File: src/rtl/ssd1306_pkg.sv
// Shared SSD1306 receiver definitions: opcodes, addressing modes, reset defaults, command FSM states.
package ssd1306_pkg;

    localparam logic [7:0] OP_ADDR_MODE   = 8'h20;
    localparam logic [7:0] OP_COL_RANGE   = 8'h21;
    localparam logic [7:0] OP_PAGE_RANGE  = 8'h22;
    localparam logic [7:0] OP_CONTRAST    = 8'h81;
    localparam logic [7:0] OP_CHG_PUMP    = 8'h8D;
    localparam logic [7:0] OP_SEG_NORM    = 8'hA0;
    localparam logic [7:0] OP_SEG_REMAP   = 8'hA1;
    localparam logic [7:0] OP_RAM_DISP    = 8'hA4;
    localparam logic [7:0] OP_ENTIRE_ON   = 8'hA5;
    localparam logic [7:0] OP_NORMAL      = 8'hA6;
    localparam logic [7:0] OP_INVERT      = 8'hA7;
    localparam logic [7:0] OP_MUX_RATIO   = 8'hA8;
    localparam logic [7:0] OP_DISP_OFF    = 8'hAE;
    localparam logic [7:0] OP_DISP_ON     = 8'hAF;
    localparam logic [7:0] OP_COM_NORM    = 8'hC0;
    localparam logic [7:0] OP_COM_FLIP    = 8'hC8;
    localparam logic [7:0] OP_DISP_OFFSET = 8'hD3;
    localparam logic [7:0] OP_CLK_DIV     = 8'hD5;
    localparam logic [7:0] OP_PRECHARGE   = 8'hD9;
    localparam logic [7:0] OP_VCOMH       = 8'hDB;

    localparam logic [1:0] ADDR_HORIZ = 2'b00;
    localparam logic [1:0] ADDR_VERT  = 2'b01;
    localparam logic [1:0] ADDR_PAGE  = 2'b10;

    localparam logic [7:0] RST_CONTRAST  = 8'h7F;
    localparam logic [5:0] RST_MUX_RATIO = 6'd63;
    localparam logic [1:0] RST_ADDR_MODE = ADDR_PAGE;
    localparam logic [5:0] MIN_MUX_RATIO = 6'd15;

    typedef enum logic [1:0] {
        ST_IDLE = 2'd0,
        ST_ARG1 = 2'd1,
        ST_ARG2 = 2'd2
    } cmd_state_t;

    // Total bytes of the command starting with op (0 = not a recognised opcode).
    function automatic logic [1:0] cmd_len(input logic [7:0] op, input logic page_mode);
        casez (op)
            OP_COL_RANGE, OP_PAGE_RANGE:                     cmd_len = 2'd3;
            OP_ADDR_MODE, OP_CONTRAST, OP_CHG_PUMP, OP_MUX_RATIO,
            OP_DISP_OFFSET, OP_CLK_DIV, OP_PRECHARGE, OP_VCOMH: cmd_len = 2'd2;
            OP_SEG_NORM, OP_SEG_REMAP, OP_RAM_DISP, OP_ENTIRE_ON, OP_NORMAL,
            OP_INVERT, OP_DISP_OFF, OP_DISP_ON, OP_COM_NORM, OP_COM_FLIP,
            8'b01??????:                                     cmd_len = 2'd1;
            8'b000?????, 8'b10110???:                        cmd_len = page_mode ? 2'd1 : 2'd0;
            default:                                         cmd_len = 2'd0;
        endcase
    endfunction

endpackage

File: src/rtl/ssd1306_spi_deser.sv
// SPI byte deserialiser: synchronisers, SCLK rise detect, MSB-first shifter; byte_valid one cycle after the 8th edge.
// No backpressure (SPI cannot be stalled); frag_err exists only with SSD1306_RX_ERR_EN.
module ssd1306_spi_deser #(
    parameter int SYNC_STAGES = 2
) (
    input  logic       clk,
    input  logic       rst_n,
    input  logic       sclk,
    input  logic       sdin,
    input  logic       cs,
    input  logic       dc,
`ifdef SSD1306_RX_ERR_EN
    output logic       frag_err,
`endif
    output logic       byte_valid,
    output logic [7:0] byte_data,
    output logic       byte_dc
);

    logic [3:0] sync_q [SYNC_STAGES];
    logic [3:0] pins_s;  // {sclk, sdin, cs, dc} after synchronisation
    logic       sclk_prev;
    logic       sclk_rise;
    logic [6:0] shreg;
    logic [2:0] bit_cnt;

    assign pins_s    = sync_q[SYNC_STAGES-1];
    assign sclk_rise = pins_s[3] & ~sclk_prev;

    always_ff @(posedge clk or negedge rst_n) begin
        if (!rst_n) begin
            for (int i = 0; i < SYNC_STAGES; i++) sync_q[i] <= 4'b1010;
            sclk_prev  <= 1'b1;
            shreg      <= '0;
            bit_cnt    <= '0;
            byte_valid <= 1'b0;
            byte_data  <= '0;
            byte_dc    <= 1'b0;
        end else begin
            sync_q[0] <= {sclk, sdin, cs, dc};
            for (int i = 1; i < SYNC_STAGES; i++) sync_q[i] <= sync_q[i-1];
            sclk_prev  <= pins_s[3];
            byte_valid <= 1'b0;
            if (pins_s[1]) begin
                bit_cnt <= '0;
            end else if (sclk_rise) begin
                shreg   <= {shreg[5:0], pins_s[2]};
                bit_cnt <= bit_cnt + 3'd1;
                if (bit_cnt == 3'd7) begin
                    byte_valid <= 1'b1;
                    byte_data  <= {shreg, pins_s[2]};
                    byte_dc    <= pins_s[0];
                end
            end
        end
    end

`ifdef SSD1306_RX_ERR_EN
    logic cs_prev;

    always_ff @(posedge clk or negedge rst_n) begin
        if (!rst_n) begin
            cs_prev  <= 1'b1;
            frag_err <= 1'b0;
        end else begin
            cs_prev  <= pins_s[1];
            frag_err <= pins_s[1] & ~cs_prev & (bit_cnt != 3'd0);
        end
    end
`endif

endmodule

File: src/rtl/ssd1306_spi_receiver.sv
// SSD1306 4-wire SPI receiver: command decode into display registers, data bytes into GDDRAM write strobes
// one cycle after byte-valid; no backpressure. SSD1306_RX_ERR_EN adds the sticky o_err port.
module ssd1306_spi_receiver
    import ssd1306_pkg::*;
#(
    parameter int SYNC_STAGES = 2,
    parameter int COLS        = 128,
    parameter int PAGES       = 8
) (
    input  logic                           clk,
    input  logic                           rst_n,
    input  logic                           i_sclk,
    input  logic                           i_sdin,
    input  logic                           i_cs,
    input  logic                           i_dc,
`ifdef SSD1306_RX_ERR_EN
    output logic                           o_err,
`endif
    output logic                           o_wr_en,
    output logic [$clog2(COLS*PAGES)-1:0]  o_wr_addr,
    output logic [7:0]                     o_wr_data,
    output logic                           o_cmd_strobe,
    output logic                           o_display_on,
    output logic [7:0]                     o_contrast,
    output logic                           o_invert,
    output logic                           o_entire_on,
    output logic [5:0]                     o_start_line,
    output logic                           o_seg_remap,
    output logic                           o_com_flip,
    output logic [5:0]                     o_mux_ratio,
    output logic [5:0]                     o_disp_offset,
    output logic                           o_charge_pump,
    output logic [1:0]                     o_addr_mode
);

    localparam int CW = $clog2(COLS);
    localparam int PW = $clog2(PAGES);
    localparam int AW = $clog2(COLS*PAGES);

    logic          byte_valid, byte_dc;
    logic [7:0]    byte_data;
    cmd_state_t    state;
    logic [7:0]    op;
    logic [CW-1:0] arg1, col, col_start, col_end, col_inc, col_nxt;
    logic [PW-1:0] page, page_start, page_end, page_inc, page_nxt;
    logic          page_mode;

`ifdef SSD1306_RX_ERR_EN
    logic frag_err;
`endif

    ssd1306_spi_deser #(.SYNC_STAGES(SYNC_STAGES)) u_deser (
        .clk        (clk),
        .rst_n      (rst_n),
        .sclk       (i_sclk),
        .sdin       (i_sdin),
        .cs         (i_cs),
        .dc         (i_dc),
`ifdef SSD1306_RX_ERR_EN
        .frag_err   (frag_err),
`endif
        .byte_valid (byte_valid),
        .byte_data  (byte_data),
        .byte_dc    (byte_dc)
    );

    assign page_mode = (o_addr_mode == ADDR_PAGE);
    assign col_inc   = (col == col_end)   ? col_start  : col + CW'(1);
    assign page_inc  = (page == page_end) ? page_start : page + PW'(1);

    always_comb begin
        col_nxt  = col;
        page_nxt = page;
        case (o_addr_mode)
            ADDR_HORIZ: begin
                col_nxt = col_inc;
                if (col == col_end) page_nxt = page_inc;
            end
            ADDR_VERT: begin
                page_nxt = page_inc;
                if (page == page_end) col_nxt = col_inc;
            end
            default: col_nxt = col_inc;
        endcase
    end

    always_ff @(posedge clk or negedge rst_n) begin
        if (!rst_n) begin
            state         <= ST_IDLE;
            op            <= '0;
            arg1          <= '0;
            col           <= '0;
            page          <= '0;
            col_start     <= '0;
            col_end       <= CW'(COLS-1);
            page_start    <= '0;
            page_end      <= PW'(PAGES-1);
            o_wr_en       <= 1'b0;
            o_wr_addr     <= '0;
            o_wr_data     <= '0;
            o_cmd_strobe  <= 1'b0;
            o_display_on  <= 1'b0;
            o_contrast    <= RST_CONTRAST;
            o_invert      <= 1'b0;
            o_entire_on   <= 1'b0;
            o_start_line  <= '0;
            o_seg_remap   <= 1'b0;
            o_com_flip    <= 1'b0;
            o_mux_ratio   <= RST_MUX_RATIO;
            o_disp_offset <= '0;
            o_charge_pump <= 1'b0;
            o_addr_mode   <= RST_ADDR_MODE;
        end else begin
            o_wr_en      <= 1'b0;
            o_cmd_strobe <= 1'b0;
            if (byte_valid && byte_dc) begin
                // A data byte abandons any half-received command but is still written.
                state     <= ST_IDLE;
                o_wr_en   <= 1'b1;
                o_wr_addr <= AW'(page) * AW'(COLS) + AW'(col);
                o_wr_data <= byte_data;
                col       <= col_nxt;
                page      <= page_nxt;
            end else if (byte_valid) begin
                case (state)
                    ST_IDLE: begin
                        op <= byte_data;
                        case (cmd_len(byte_data, page_mode))
                            2'd1: begin
                                o_cmd_strobe <= 1'b1;
                                casez (byte_data)
                                    OP_DISP_OFF:  o_display_on <= 1'b0;
                                    OP_DISP_ON:   o_display_on <= 1'b1;
                                    OP_RAM_DISP:  o_entire_on  <= 1'b0;
                                    OP_ENTIRE_ON: o_entire_on  <= 1'b1;
                                    OP_NORMAL:    o_invert     <= 1'b0;
                                    OP_INVERT:    o_invert     <= 1'b1;
                                    OP_SEG_NORM:  o_seg_remap  <= 1'b0;
                                    OP_SEG_REMAP: o_seg_remap  <= 1'b1;
                                    OP_COM_NORM:  o_com_flip   <= 1'b0;
                                    OP_COM_FLIP:  o_com_flip   <= 1'b1;
                                    8'b01??????:  o_start_line <= byte_data[5:0];
                                    8'b0000????:  col  <= {col[CW-1:4], byte_data[3:0]};
                                    8'b0001????:  col  <= CW'({byte_data[3:0], col[3:0]});
                                    8'b10110???:  page <= byte_data[PW-1:0];
                                    default: ;
                                endcase
                            end
                            2'd2, 2'd3: state <= ST_ARG1;
                            default: ;
                        endcase
                    end
                    ST_ARG1: begin
                        if (op == OP_COL_RANGE || op == OP_PAGE_RANGE) begin
                            arg1  <= byte_data[CW-1:0];
                            state <= ST_ARG2;
                        end else begin
                            state        <= ST_IDLE;
                            o_cmd_strobe <= 1'b1;
                            case (op)
                                OP_CONTRAST:    o_contrast <= byte_data;
                                OP_ADDR_MODE:   if (byte_data[1:0] != 2'b11) o_addr_mode <= byte_data[1:0];
                                OP_MUX_RATIO:   if (byte_data[5:0] >= MIN_MUX_RATIO) o_mux_ratio <= byte_data[5:0];
                                OP_DISP_OFFSET: o_disp_offset <= byte_data[5:0];
                                OP_CHG_PUMP:    o_charge_pump <= byte_data[2];
                                default: ;
                            endcase
                        end
                    end
                    ST_ARG2: begin
                        state        <= ST_IDLE;
                        o_cmd_strobe <= 1'b1;
                        if (op == OP_COL_RANGE) begin
                            col_start <= arg1;
                            col_end   <= byte_data[CW-1:0];
                            col       <= arg1;
                        end else begin
                            page_start <= arg1[PW-1:0];
                            page_end   <= byte_data[PW-1:0];
                            page       <= arg1[PW-1:0];
                        end
                    end
                    default: state <= ST_IDLE;
                endcase
            end
        end
    end

`ifdef SSD1306_RX_ERR_EN
    logic err_evt;

    always_comb begin
        err_evt = frag_err;
        if (byte_valid) begin
            if (byte_dc)
                err_evt = err_evt | (state != ST_IDLE);
            else if (state == ST_IDLE)
                err_evt = err_evt | (cmd_len(byte_data, page_mode) == 2'd0);
            else if (state == ST_ARG1)
                err_evt = err_evt | (op == OP_ADDR_MODE && byte_data[1:0] == 2'b11)
                                  | (op == OP_MUX_RATIO && byte_data[5:0] < MIN_MUX_RATIO);
        end
    end

    always_ff @(posedge clk or negedge rst_n) begin
        if (!rst_n)       o_err <= 1'b0;
        else if (err_evt) o_err <= 1'b1;
    end
`endif

endmodule
File: config.mk
export PLATFORM = sky130hd
export DESIGN_NAME = ssd1306_spi_receiver
export DESIGN_NICKNAME = d
export VERILOG_FILES = /design/src/rtl/ssd1306_pkg.sv /design/src/rtl/ssd1306_spi_deser.sv /design/src/rtl/ssd1306_spi_receiver.sv
export SDC_FILE = /design/constraint.sdc
export NUM_CORES = 1
export LEC_CHECK = 0
export ABC_AREA = 1
export BUFFER_PORTS_ARGS = -buffer_cell sky130_fd_sc_hd__buf_2
export CAP_MARGIN = 15
export CORE_ASPECT_RATIO = 1.5
export CORE_MARGIN = 2
export CORE_UTILIZATION = 49
export CTS_CLUSTER_DIAMETER = 100
export CTS_CLUSTER_SIZE = 16
export DETAILED_ROUTE_END_ITERATION = 6
export PLACE_DENSITY = 0.78
export SLEW_MARGIN = 0
export SYNTH_ARGS = -nofsm -noshare
export SYNTH_HDL_FRONTEND = slang
export SYNTH_SLANG_ARGS = --single-unit
File: constraint.sdc
create_clock -name clk -period 1.6 [get_ports clk]
set_input_delay 0.32 -clock clk [delete_from_list [all_inputs] [get_ports clk]]
set_output_delay 0.32 -clock clk [all_outputs]
set_load 0.02 [all_outputs]
==> results by group <==
Run status
  – Result of the run: finished, violations left
  – Violated checks: negative setup slack

Placed design
  – Post-DP HPWL: 10530 µm
  – Placed Cells: 961
  – Post-Place Cell Area: 6943 µm²
  – Worst-case setup slack after placement: -0.1010 ns
  – IO Port Bufs: 59
  – Routability-driven placement congestion ratio: 0.9133

STA
  – Max Clock Freq: 585.6 MHz
  – Max-Slew Margin vs Limit: 71.05%
  – Tightest Pin Transition: 0.4343 ns
  – Setup repair after global routing missed its margin: yes
  – Final critical-path required period: approximately 1.7 ns
  – Share of the clock period used by the worst path after layout: 106.7%
  – Fin Hold WS: 0.2726 ns
  – Post-route clock skew: 0.006982 ns
  – Setup TNS Final: -0.7351 ns
  – Number of slew-limit violations in the final report: 0
  – Final worst setup slack: -0.1076 ns
  – Final hold violation count: 0
  – Number of setup violations in the final report: 18

Critical path
  – Arrival @ worst endpoint: 2.02 ns
  – Maximum fanout encountered on the critical timing path: 5
  – Worst Setup End Kind: flip-flop
  – Endpoint required time on the critical path: 1.91 ns
  – Largest stage delay, worst path: ~0.44 ns
  – Crit-path slowest cell: sky130_fd_sc_hd__dfrtp_1
  – Startpoint type of the worst setup path: flip-flop
  – Cells along the critical path: nor2_1 > nand2_2 > nor2_2 > a21boi_1 > nand2_1 > o21ai_0 > inv_1
  – Critical setup path kind: reg -> reg

Synth
  – Syn_nets: 713
  – Yosys Warn Count: 0
  – Flip-flop and latch count after synthesis: 130
  – Cell area after synthesis: 5969 µm²
  – Mean area per synthesized cell: 8.491 µm²
  – Distinct cell type count after synthesis: 39
  – Biggest area consumer among synthesized cells: sky130_fd_sc_hd__dfrtp_1
  – Top cells by area in the synthesized netlist: sky130_fd_sc_hd__dfrtp_1, sky130_fd_sc_hd__nand2_1, sky130_fd_sc_hd__dfstp_2
  – Sequential fraction of the synthesis area: 55.10%
  – Area share of the largest cell type after synthesis: 42.34%
  – Cells after Synth: ~700

Drt
  – Iteration-0 DRC count of the detailed router: 411
  – Number of remaining DRC errors: 0
  – Antenna-violating nets left: 0
  – Number of optimization iterations in the first detailed-route pass: 5
  – Detailed-route vias per instance: between 5 and 6
  – Sum of routed wire length over all layers: about 16000 µm
  – Routed wirelength normalized by instance count: approximately 16 µm
  – Total via count in the routed design: roughly 5400

Global routing
  – Total routing resource utilization after global routing: approximately 25%
  – First-pass GRT wire length: approximately 25000 µm
  – Maximum number of pins on one net before global-route repair: 82
  – Vias in the first global route: 5179
  – Number of antenna violations at the first check in global routing: 0
  – Global route overflow: 0

Cells and area
  – Final design instance area without fill: 7938 µm²
  – Post-Layout Cell Count: ~1000
  – Most common cell after layout, fill and taps aside: sky130_fd_sc_hd__nand2_1
  – Final layout net count: 858
  – Syn-to-layout area delta: 32.97%
  – Count of antenna diodes in the layout: 0
  – Number of fill cells: 889
  – Most frequent cells in the layout: sky130_fd_sc_hd__nand2_1, sky130_fd_sc_hd__dfrtp_1, sky130_fd_sc_hd__buf_4, sky130_fd_sc_hd__o21ai_0, sky130_fd_sc_hd__buf_2
  – Fraction of final layout cells with drive strength greater than 1: 33.91%

Die
  – I/O Pins: 60
  – Die height: 139.2 µm
  – Site Rows: 49
  – Starting density of the core: 49.93%
  – Placeable core region: 11960 µm²
  – DIE WIDTH: 94.12 µm
  – Die Footprint: around 13000 µm²

Power
  – Pwr dens: 935.1 nW/µm²
  – Leak pwr: 3.852 nW
  – Peak supply drop: 0.7328 mV

Clocking
  – Clock tree sinks: 130
  – H-Tree Depth: 4
  – Num CTS Buffers: 17
  – CTS tree: yes
  – Buffer type at the clock tree root: sky130_fd_sc_hd__clkbuf_16
  – Clock tree buffer depth: 2
  – Skew-Pair Late Insertion Delay: 0.42 ns
  – Clock-pin slew on the worst setup and hold paths: 0.06 ns

Run
  – Max-cap violations: 0

Worst hold path
  – Hold Crit Class: in -> async
[stage by stage]
stage	utilization, %	total power [mW]
detailed placement	58.07	3.568
floorplan	-	3.467
CTS	63.91	7.473
global placement	58.07	3.563
finish	66.39	7.423
global route	66.39	7.668
[what timing repair did]
| action | in CTS | in global routing |
|---|---|---|
| hold endpoints to repair | 49 | 0 |
| buffers inserted | 1 | 14 |
| setup endpoints to repair | 16 | 68 |
| pin swaps | 5 | 24 |
| resized for setup | 12 | 68 |
| gates cloned | 0 | 1 |
| hold buffers | 5 | 0 |
[power breakdown]
group	leakage (nW)	switching [mW]	internal, mW
clock network	0.295	1.50	2.40
logic	1.87	0.105	0.0433
registers	1.68	0.0225	3.35
total	3.85	1.63	5.79
[cell usage after synthesis]
cell type                    n
sky130_fd_sc_hd__nor3_1      7
sky130_fd_sc_hd__xor2_1      6
sky130_fd_sc_hd__inv_2       9
sky130_fd_sc_hd__buf_2      11
sky130_fd_sc_hd__o21ai_1    16
sky130_fd_sc_hd__buf_4       1
sky130_fd_sc_hd__a41o_1      1
sky130_fd_sc_hd__buf_1       2
sky130_fd_sc_hd__a22o_1      2
sky130_fd_sc_hd__nor2_1     55
sky130_fd_sc_hd__o21a_1      1
sky130_fd_sc_hd__mux2i_1     1
sky130_fd_sc_hd__nand4_1     9
sky130_fd_sc_hd__nand2_2     5
sky130_fd_sc_hd__ha_1        4
sky130_fd_sc_hd__nand4_2     1
sky130_fd_sc_hd__nor3_2      2
sky130_fd_sc_hd__inv_1      52
sky130_fd_sc_hd__dfrtp_1   101
sky130_fd_sc_hd__a31oi_1     3
sky130_fd_sc_hd__clkbuf_1   10
sky130_fd_sc_hd__nor2_4      2
sky130_fd_sc_hd__nand3_1    25
sky130_fd_sc_hd__a21oi_2     1
sky130_fd_sc_hd__nor4_1      1
sky130_fd_sc_hd__a21boi_0    1
sky130_fd_sc_hd__nand2_1   214
sky130_fd_sc_hd__o21ai_0    89
sky130_fd_sc_hd__nand3b_1    2
sky130_fd_sc_hd__or2_2       1
sky130_fd_sc_hd__nand3_4     1
sky130_fd_sc_hd__o21bai_1    3
sky130_fd_sc_hd__nand3_2     4
sky130_fd_sc_hd__dfstp_2    29
sky130_fd_sc_hd__nand2_4     2
sky130_fd_sc_hd__o211ai_1    3
sky130_fd_sc_hd__xnor2_1     9
sky130_fd_sc_hd__a21oi_1    12
sky130_fd_sc_hd__nor2_2      5
[kinds of logic (layout without fill, tap and decap cells)]
kind of cell             after synthesis  after routing  share of synthesized area [%]
XOR/XNOR                              15             15                          2.201
multiplexers                           1              1                         0.1677
adder cells (fa/ha/maj)                4              4                         0.8384
AND/OR/NAND/NOR                      336            336                          24.31
buffers and inverters                 85            243                          5.638
AO/OA/AOI/OAI                        132            132                          11.74
flip-flops                           130            130                          55.10
[registers in the layout, indices dropped and copies added (netlist names), 6 cells and up]
signal	flops
o_wr_addr	10
o_contrast	8
o_wr_data	8
op	8
u_deser.byte_data	8
arg1	7
col	7
col_end	7
col_start	7
u_deser.shreg	7
o_disp_offset	6
o_mux_ratio	6
o_start_line	6
[final cells by class]
class	count	area (µm²)	area share [%]
Tap cell	153	191.4	2.412
Clock buffer	19	452.9	5.706
Multi-Input combinational cell	488	2537	31.97
Clock inverter	13	147.6	1.860
Timing Repair Buffer	150	1081	13.62
Sequential cell	130	3298	41.55
Inverter	61	229.0	2.885
[per-layer routing]
metal  share of wire, %  up-vias  GRT usage [%]
li1                   -     2565              -
met5                  0        -              0
met2                 53      199          42.26
met4                4.8        0          11.75
met3                4.9       57          6.250
met1                 38     2547          29.13
[final timing paths]
check | from | end | slack (ns) | depth (start not counted)
min reg2reg | u_deser.sync_q[4] | u_deser.pins_s[0] | 0.34 | 0
max reg2reg | state[1] | o_seg_remap | -0.11 | 7
min | rst_n | col_start[1] | 0.27 | 2
max in group asynchronous | rst_n | o_contrast[6] | 0.65 | 3
min in group clk | u_deser.sync_q[4] | u_deser.pins_s[0] | 0.34 | 0
max | state[1] | o_seg_remap | -0.11 | 7
[worst max-delay path: cells and delay by family, from the launching register on]
family / cells / cell delay, ns
AND/OR/NAND/NOR: 4 / 0.73
flip-flops: 1 / 0.44
AO/OA/AOI/OAI: 2 / 0.37
buffers and inverters: 1 / 0.06
(Power assumes the default switching activity.)
